--- src/rtl/mio_bus_arbiter.sv ---
// Two-master (CPU priority, DMA anti-starvation) arbiter that sequences one memory/IO bus cycle at a time.
// Optional bus-timeout abort is compiled in when MIO_ARB_TIMEOUT_EN is defined.
module mio_bus_arbiter #(
  parameter int unsigned DEV_MAX_WAIT   = 8,
  parameter int unsigned TIMEOUT_CYCLES = 255
) (
  input  logic        clk,
  input  logic        reset,
  input  logic        cpu_req,
  input  logic        cpu_we,
  input  logic [31:0] cpu_addr,
  input  logic [31:0] cpu_wdata,
  output logic [31:0] cpu_rdata,
  output logic        MIO_ready,
  input  logic        dev_req,
  input  logic        dev_we,
  input  logic [31:0] dev_addr,
  input  logic [31:0] dev_wdata,
  output logic [31:0] dev_rdata,
  output logic        dev_ready,
  output logic        mem_en,
  output logic        mem_we,
  output logic [31:0] mem_addr,
  output logic [31:0] mem_wdata,
  input  logic [31:0] mem_rdata,
  input  logic        mem_ack,
  output logic        grant_dev,
  output logic        timeout_err
);

  typedef enum logic [1:0] {
    IDLE     = 2'd0,
    BUSY_CPU = 2'd1,
    BUSY_DEV = 2'd2,
    RESP     = 2'd3
  } state_t;

  localparam int unsigned WAIT_W = $clog2(DEV_MAX_WAIT + 1);

  if (DEV_MAX_WAIT < 1 || TIMEOUT_CYCLES < 1) begin : g_bad_params
    $error("mio_bus_arbiter: DEV_MAX_WAIT and TIMEOUT_CYCLES must be at least 1");
  end

  state_t            state;
  state_t            state_next;
  logic [WAIT_W-1:0] wait_cnt;
  logic              wait_sat;
  logic              cpu_win;
  logic              dev_win;
  logic              txn_done;
  logic              txn_abort;

  assign wait_sat = (wait_cnt == WAIT_W'(DEV_MAX_WAIT));

`ifdef MIO_ARB_TIMEOUT_EN
  localparam int unsigned TMO_W = (TIMEOUT_CYCLES > 1) ? $clog2(TIMEOUT_CYCLES) : 1;

  logic [TMO_W-1:0] tmo_cnt;
  logic             tmo_hit;

  // tmo_cnt holds the number of busy cycles already spent; the last allowed one aborts.
  assign tmo_hit = (tmo_cnt == TMO_W'(TIMEOUT_CYCLES - 1));
`endif

  // NOTE: every signal driven here gets a default first, so no path leaves it unassigned and no latch is inferred.
  always_comb begin
    state_next = state;
    cpu_win    = 1'b0;
    dev_win    = 1'b0;
    txn_done   = 1'b0;
    txn_abort  = 1'b0;
    unique case (state)
      IDLE: begin
        if (dev_req && (!cpu_req || wait_sat)) begin
          dev_win    = 1'b1;
          state_next = BUSY_DEV;
        end else if (cpu_req) begin
          cpu_win    = 1'b1;
          state_next = BUSY_CPU;
        end
      end
      BUSY_CPU, BUSY_DEV: begin
        if (mem_ack) begin
          txn_done   = 1'b1;
          state_next = RESP;
        end
`ifdef MIO_ARB_TIMEOUT_EN
        else if (tmo_hit) begin
          txn_abort  = 1'b1;
          state_next = RESP;
        end
`endif
      end
      RESP:    state_next = IDLE;
      default: state_next = IDLE;
    endcase
  end

  // NOTE: sequential state uses non-blocking assignments so every flop samples pre-edge values.
  always_ff @(posedge clk) begin
    if (reset) state <= IDLE;
    else       state <= state_next;
  end

  always_ff @(posedge clk) begin
    if (reset) begin
      mem_en    <= 1'b0;
      mem_we    <= 1'b0;
      mem_addr  <= 32'h0;
      mem_wdata <= 32'h0;
      cpu_rdata <= 32'h0;
      dev_rdata <= 32'h0;
      MIO_ready <= 1'b0;
      dev_ready <= 1'b0;
      grant_dev <= 1'b0;
    end else begin
      MIO_ready <= 1'b0;
      dev_ready <= 1'b0;

      // Request fields are captured at grant, so a requester may change or drop them mid-cycle.
      if (dev_win) begin
        mem_en    <= 1'b1;
        mem_we    <= dev_we;
        mem_addr  <= dev_addr;
        mem_wdata <= dev_wdata;
        grant_dev <= 1'b1;
      end else if (cpu_win) begin
        mem_en    <= 1'b1;
        mem_we    <= cpu_we;
        mem_addr  <= cpu_addr;
        mem_wdata <= cpu_wdata;
        grant_dev <= 1'b0;
      end

      if (txn_done || txn_abort) begin
        mem_en <= 1'b0;
        mem_we <= 1'b0;
        if (state == BUSY_DEV) begin
          dev_ready <= 1'b1;
          if (txn_abort)    dev_rdata <= 32'h0;
          else if (!mem_we) dev_rdata <= mem_rdata;
        end else begin
          MIO_ready <= 1'b1;
          if (txn_abort)    cpu_rdata <= 32'h0;
          else if (!mem_we) cpu_rdata <= mem_rdata;
        end
      end

      if (state == RESP) grant_dev <= 1'b0;
    end
  end

  // Counts IDLE arbitrations the device loses to the CPU; saturation forces the next device win.
  always_ff @(posedge clk) begin
    if (reset) begin
      wait_cnt <= '0;
    end else if (dev_win) begin
      wait_cnt <= '0;
    end else if (cpu_win && dev_req && !wait_sat) begin
      wait_cnt <= wait_cnt + 1'b1;
    end
  end

`ifdef MIO_ARB_TIMEOUT_EN
  always_ff @(posedge clk) begin
    if (reset) begin
      tmo_cnt     <= '0;
      timeout_err <= 1'b0;
    end else begin
      if (cpu_win || dev_win) tmo_cnt <= '0;
      else if (state == BUSY_CPU || state == BUSY_DEV) tmo_cnt <= tmo_cnt + 1'b1;
      if (txn_abort) timeout_err <= 1'b1;
    end
  end
`else
  assign timeout_err = 1'b0;
`endif

  a_ready_exclusive: assert property (@(posedge clk) disable iff (reset) !(MIO_ready && dev_ready));
  a_no_en_in_resp:   assert property (@(posedge clk) disable iff (reset) (state == RESP) |-> !mem_en);

endmodule
--- config.mk ---
export PLATFORM = sky130hd
export DESIGN_NAME = mio_bus_arbiter
export DESIGN_NICKNAME = d
export VERILOG_FILES = /design/src/rtl/mio_bus_arbiter.sv
export SDC_FILE = /design/constraint.sdc
export NUM_CORES = 1
export LEC_CHECK = 0
export ABC_AREA = 1
export BUFFER_PORTS_ARGS = -buffer_cell sky130_fd_sc_hd__buf_4
export CAP_MARGIN = 0
export CORE_AREA = 2 2 128 130
export CTS_CLUSTER_DIAMETER = 120
export CTS_CLUSTER_SIZE = 24
export DETAILED_ROUTE_END_ITERATION = 6
export DIE_AREA = 0 0 130 132
export GPL_TIMING_DRIVEN = 0
export PLACE_DENSITY = 0.7
export SYNTH_ARGS = -nofsm -noshare
export SYNTH_HDL_FRONTEND = slang
export SYNTH_SLANG_ARGS = --single-unit
export TNS_END_PERCENT = 10
--- constraint.sdc ---
create_clock -name clk -period 3.21 [get_ports clk]
set_clock_uncertainty 0.05 [all_clocks]
set_input_delay 0.642 -clock clk [delete_from_list [all_inputs] [get_ports clk]]
set_output_delay 0.642 -clock clk [all_outputs]
set_load 0.005 [all_outputs]
==> summary.md, run 1 <==
| Metric | Value |
|---|---|
| # setup viols final | `0` |
| Final global-route overflow total | `0` |
| HP Start | `dev_rdata[8]` |
| Period utilization | `61.6%` |
| Max Freq | `0.506 GHz` |
| DR top layer | `met4` |
| Simple-gate area share of the yosys netlist | `37.3%` |
| Wire per inst | `14.2 µm` |
| Reg2Reg Launch Point | `state[1]` |
| Dpl hpwl | `16400 µm` |
| Cell Area, Synth | `6170 µm²` |
| Core area | `15700 µm²` |
| Yosys warns | `0` |
| Area grow syn2layout | `51.0%` |
| DRT Pass-1 Iters | `5` |
| Adder-cell share of the synthesized area | `1.01%` |
| Nets | `1406` |
| GPL Wtd Cong | `0.816` |
| Max IR drop VDD | `0.425 mV` |
| R2R setup slack | `1230 ps` |
| Number of port buffers | `298` |
| HP Class | `reg2reg` |
| Crit path max fanout | `10` |
| CTS tree | `built` |
| CP startpoint kind | `flop` |
| MaxCap Viol Count | `0` |
| Largest net degree at the start of global routing | `17` |
| Syn Nets | `1089` |
| CP required | `3460 ps` |
| Vias in the first global route | `6314` |
| WL met3 | `2020 µm` |
| Initial core utilization | `39.3%` |
| Hold path cells | `2` |
| Fillers | `1529` |
| WHS | `411 ps` |
| Tot GR Track Use | `23.9%` |
| RSZ-0062 raised after global routing | `no` |
| Design area | `9310 µm²` |
| CTS clock-pin slew for the worst setup and hold paths | `60 ps` |
| Chip height | `132 µm` |
| Rel. slew slack | `64.9%` |
| Syn_area_per_cell | `6.73 µm²` |
| Mux share of post-synthesis cell area | `0%` |
| R2R cell count | `8` |
| Met2 WL | `10300 µm` |
| Area leader, netlist | `dfxtp_1` |
| Hold Path End | `dev_rdata[8]` |
| Post-Synthesis Cells | `917` |
| Fin. Hold Viols | `0` |
| Postcts setup bufs | `0` |
| CP arrival | `2230 ps` |
| Deepest clock path buffer count | `2` |
| Compound-gate portion of the synthesized area | `5.92%` |
| Row cnt | `46` |
| Sink Count | `139` |
| Via/cell ratio | `4.63` |
| Drt initial violations | `349` |
| H-tree depth | `4` |
| Synth area leaders | `dfxtp_1, nand3_1, nor2_1, nand2_1, inv_1` |
| Post-Synth XOR/XNOR Area | `0.284%` |
| CTS resizes | `0` |
| Final ANT Viol Nets | `0` |
| Initial antenna violation count | `0` |
| Most frequent cells in the layout | `buf_4, nor2_1, nand2_1` |
| Root Buffer | `clkbuf_16` |
| R2R Path End | `cpu_rdata[6]` |
| Final min period | `1980 ps` |
| Setup TNS | `0 ps` |
| Placed Area | `8680 µm²` |
| Hold buffer count at CTS | `0` |
| DRT Wirelength | `20800 µm` |
| Power density over cell area | `817 nW/µm²` |
| Remaining DRCs | `0` |
| DIE AREA | `17200 µm²` |
| Setup crit end kind | `flop` |
| Slew @ Worst Pin | `526 ps` |
| Ratio of cells with drive above 1 in the final layout | `30.6%` |
| Status | `completed` |
| Netlist cell types | `22` |
| Post-route setup slack | `1230 ps` |
| Main combinational cell family by area after synthesis | `simple AND/OR/NAND/NOR gates` |
| Commonest non-fill, non-tap cell in the layout | `buf_4` |
| Worst skew pair latency | `420 ps` |
| Yosys reg bits | `139` |
| Yosys top cell area share | `45.1%` |
| Via count | `6776` |
| WL met1 | `8040 µm` |
| Global-route wire length before repair | `32000 µm` |
| Max Slew Vio Count | `0` |
| Num CTS Buffers | `17` |
| Static leakage | `4.84 nW` |
| Post-layout util | `59.3%` |
| Register area share after synthesis | `45.1%` |
| Chip Width | `130 µm` |
| Dpl ws | `1190 ps` |
| CP Class | `reg2reg` |
| Diode count | `0` |
| IO Pins | `301` |
==> area by class of cell <==
| type | count | area [µm²] | area share, % |
|---|---|---|---|
| plain buffers | 66 | 342 | 3.67 |
| clock inverters | 10 | 163 | 1.75 |
| repair buffers | 298 | 2240 | 24.0 |
| flip-flops and latches | 139 | 2780 | 29.9 |
| multi-input cells | 634 | 2750 | 29.6 |
| inverters | 78 | 293 | 3.14 |
| well taps | 216 | 270 | 2.90 |
| clock buffers | 22 | 474 | 5.09 |
==> worst max-delay path by stage <==
| stage | start | to | slack, ps |
|---|---|---|---|
| after floorplan | dev_req | mem_addr[26] | 1660 |
| after global placement | mem_ack | cpu_rdata[6] | 1220 |
| after detailed placement | mem_ack | cpu_rdata[6] | 1190 |
| after CTS | state[1] | cpu_rdata[6] | 1200 |
| after global routing | state[0] | cpu_rdata[18] | 1090 |
| final | state[1] | cpu_rdata[6] | 1230 |
==> Yosys cell counts <==
cell type	n
buf_1	2
buf_2	33
ha_1	5
nor2_4	1
nor3_1	2
nor2_1	201
clkinv_1	1
xor2_1	1
nand2_1	179
clkbuf_1	19
xnor2_1	1
o21ai_0	34
nand3_1	166
conb_1	1
inv_1	74
inv_2	3
buf_4	10
buf_6	2
a21oi_1	39
nand2_2	3
nor2_2	1
dfxtp_1	139
==> stage by stage <==
step,std cells,total power [W]
after CTS,1463,0.00768
after global routing,1463,0.00813
after floorplan,917,0.00410
after global placement,1431,0.00552
final,1463,0.00761
after detailed placement,1431,0.00555
==> logic make-up after synthesis <==
logic type      after synthesis
simple gates                553
xor+xnor                      2
compound gates               73
other cells                   1
flops                       139
buf+inv                     144
fa+ha+maj                     5
==> critical path, cell delays in order, from the launching register on <==
cell	delay (ps)
dfxtp_1	380
inv_1	60
ha_1	280
nand2_1	170
nor2_4	230
nand2_2	140
clkbuf_1	220
o21ai_0	250
nor2_1	70
==> per-layer routing <==
layer | vias to the layer above | track usage (%)
li1 | 3511 | -
met1 | 2983 | 26.3
met2 | 254 | 41.9
met3 | 28 | 9.46
met4 | 0 | 7.35
met5 | - | 0
==> flip-flops by register name (all words and copies together), names as in the netlist, 2 cells and up <==
name,flops
dev_rdata,32
cpu_rdata,32
mem_wdata,32
mem_addr,32
state,2
wait_cnt,4
==> power breakdown <==
group | internal (W) | switching [W] | leakage [nW]
logic | 0.00137 | 0.00157 | 3.39
registers | 0.00227 | 0.000295 | 1.14
clock network | 0.00136 | 0.000741 | 0.307
total | 0.00500 | 0.00261 | 4.84
Note: power is estimated with default switching activity, not from simulation.
==> run 2: changes to the inputs <==
- clock period: 3.21 -> 1.93 ns (I/O delays scaled with it)
==> summary.md, run 2 (synthesis results as in run 1) <==
| Metric | Value |
|---|---|
| Status | `completed` |
| Fin cells | `1465` |
| Total chip power | `0.0127 W` |
| Int Power | `0.00837 W` |
| Remaining DRCs | `0` |
| Final global-route overflow total | `0` |
| Fin. Hold Viols | `0` |
| CTS clock-pin slew for the worst setup and hold paths | `60 ps` |
| Rel. slew slack | `63.4%` |
| Nets | `1408` |
| WL met1 | `7970 µm` |
| Sink Count | `139` |
| Worst skew pair latency | `420 ps` |
| Switching power | `0.00435 W` |
| Root Buffer | `clkbuf_16` |
| Post-layout util | `59.6%` |
| DIE AREA | `17200 µm²` |
| Max Slew Vio Count | `0` |
| RSZ-0062 raised after global routing | `yes` |
| Seq pwr share | `33.5%` |
| Core area | `15700 µm²` |
| Max IR drop VDD | `0.708 mV` |
| DR top layer | `met4` |
| Diode count | `0` |
| Chip height | `132 µm` |
| Hold buffer count at CTS | `0` |
| Dpl hpwl | `16400 µm` |
| Slew @ Worst Pin | `549 ps` |
| Crit path max fanout | `10` |
| Max Freq | `0.552 GHz` |
| Number of port buffers | `298` |
| Area grow syn2layout | `51.7%` |
| WHS | `181 ps` |
| CP startpoint kind | `flop` |
| Period utilization | `93.9%` |
| Dpl ws | `-71.3 ps` |
| Tot GR Track Use | `23.9%` |
| DRT Pass-1 Iters | `5` |
| Chip Width | `130 µm` |
| Ratio of cells with drive above 1 in the final layout | `30.8%` |
| Via count | `6769` |
| HP Class | `in2reg` |
| DRT Wirelength | `20800 µm` |
| CP Class | `reg2reg` |
| GPL Wtd Cong | `0.816` |
| Post-route setup slack | `118 ps` |
| Initial antenna violation count | `0` |
| MaxCap Viol Count | `0` |
| Power density over cell area | `1360 nW/µm²` |
| Clock Power Share | `27.5%` |
| WL met3 | `2030 µm` |
| Static leakage | `4.86 nW` |
| Comb pwr share | `39.0%` |
| Setup crit end kind | `flop` |
| Global-route wire length before repair | `32000 µm` |
| Final ANT Viol Nets | `0` |
| Row cnt | `46` |
| Inst Count DP | `1431` |
| CP arrival | `2060 ps` |
| CTS tree | `built` |
| Deepest clock path buffer count | `2` |
| Net Sw Frac | `34.2%` |
| # setup viols final | `0` |
| H-tree depth | `4` |
| Final min period | `1810 ps` |
| Met2 WL | `10500 µm` |
| Via/cell ratio | `4.62` |
| Num CTS Buffers | `17` |
| Wire per inst | `14.2 µm` |
| Most frequent cells in the layout | `buf_4, nor2_1, nand2_1` |
| IO Pins | `301` |
| Vias in the first global route | `6319` |
| Commonest non-fill, non-tap cell in the layout | `buf_4` |
| CP required | `2180 ps` |
| Initial core utilization | `39.3%` |
| Largest net degree at the start of global routing | `17` |
| Drt initial violations | `376` |
run 2: final timing paths:
kind	start	to	slack, ps	cells past startpoint
worst max register to register	state[1]	cpu_rdata[28]	120	8
worst min register to register	dev_rdata[8]	dev_rdata[8]	410	2
worst max-delay path	state[1]	cpu_rdata[28]	120	8
worst min-delay path	mem_rdata[21]	cpu_rdata[21]	180	3
run 2: layout make-up:
| cell class | count | area (µm²) |
|---|---|---|
| clock buffers | 22 | 474 |
| inverters | 78 | 293 |
| flip-flops and latches | 139 | 2780 |
| clock inverters | 10 | 163 |
| repair buffers | 300 | 2250 |
| multi-input cells | 634 | 2760 |
| fillers | 1528 | 6350 |
| well taps | 216 | 270 |
| plain buffers | 66 | 364 |
run 2: power by group through the flow:
stage	Combinational, W	Clock [W]	Sequential, W
floorplan	0.00247	0	0.00434
global placement	0.00490	0	0.00428
detailed placement	0.00493	0	0.00430
CTS	0.00498	0.00356	0.00426
global route	0.00556	0.00367	0.00436
finish	0.00496	0.00350	0.00426
run 2: worst max-delay path: stages, from the launching register on:
cell and delay [ps]:
dfxtp_1 380, inv_1 60, ha_1 300, nand2_2 110
nor2_4 150, nand2_2 120, clkbuf_1 220, o21ai_0 220
nor2_1 70
run 2: repair_timing:
action | in CTS | in global routing
endpoints found under the hold margin | 0 | 0
pin swaps | 1 | 1
buffers inserted | 2 | 0
gates resized for setup | 1 | 17
endpoints found under the setup margin | 17 | 84
run 2: per-stage QoR:
step | area, µm² | setup TNS [ps]
3_3_place_gp | 8680 | -63.8
4_1_cts | 9330 | 0
3_5_place_dp | 8680 | -137
5_1_grt | 9360 | -51.2
6_report | 9360 | 0
2_1_floorplan | 6170 | 0
run 2: metal layers:
metal  up-vias  track usage, %
met5         -               0
met3        26            9.42
met2       244            41.9
li1       3516               -
met4         0            7.35
met1      2983            26.3
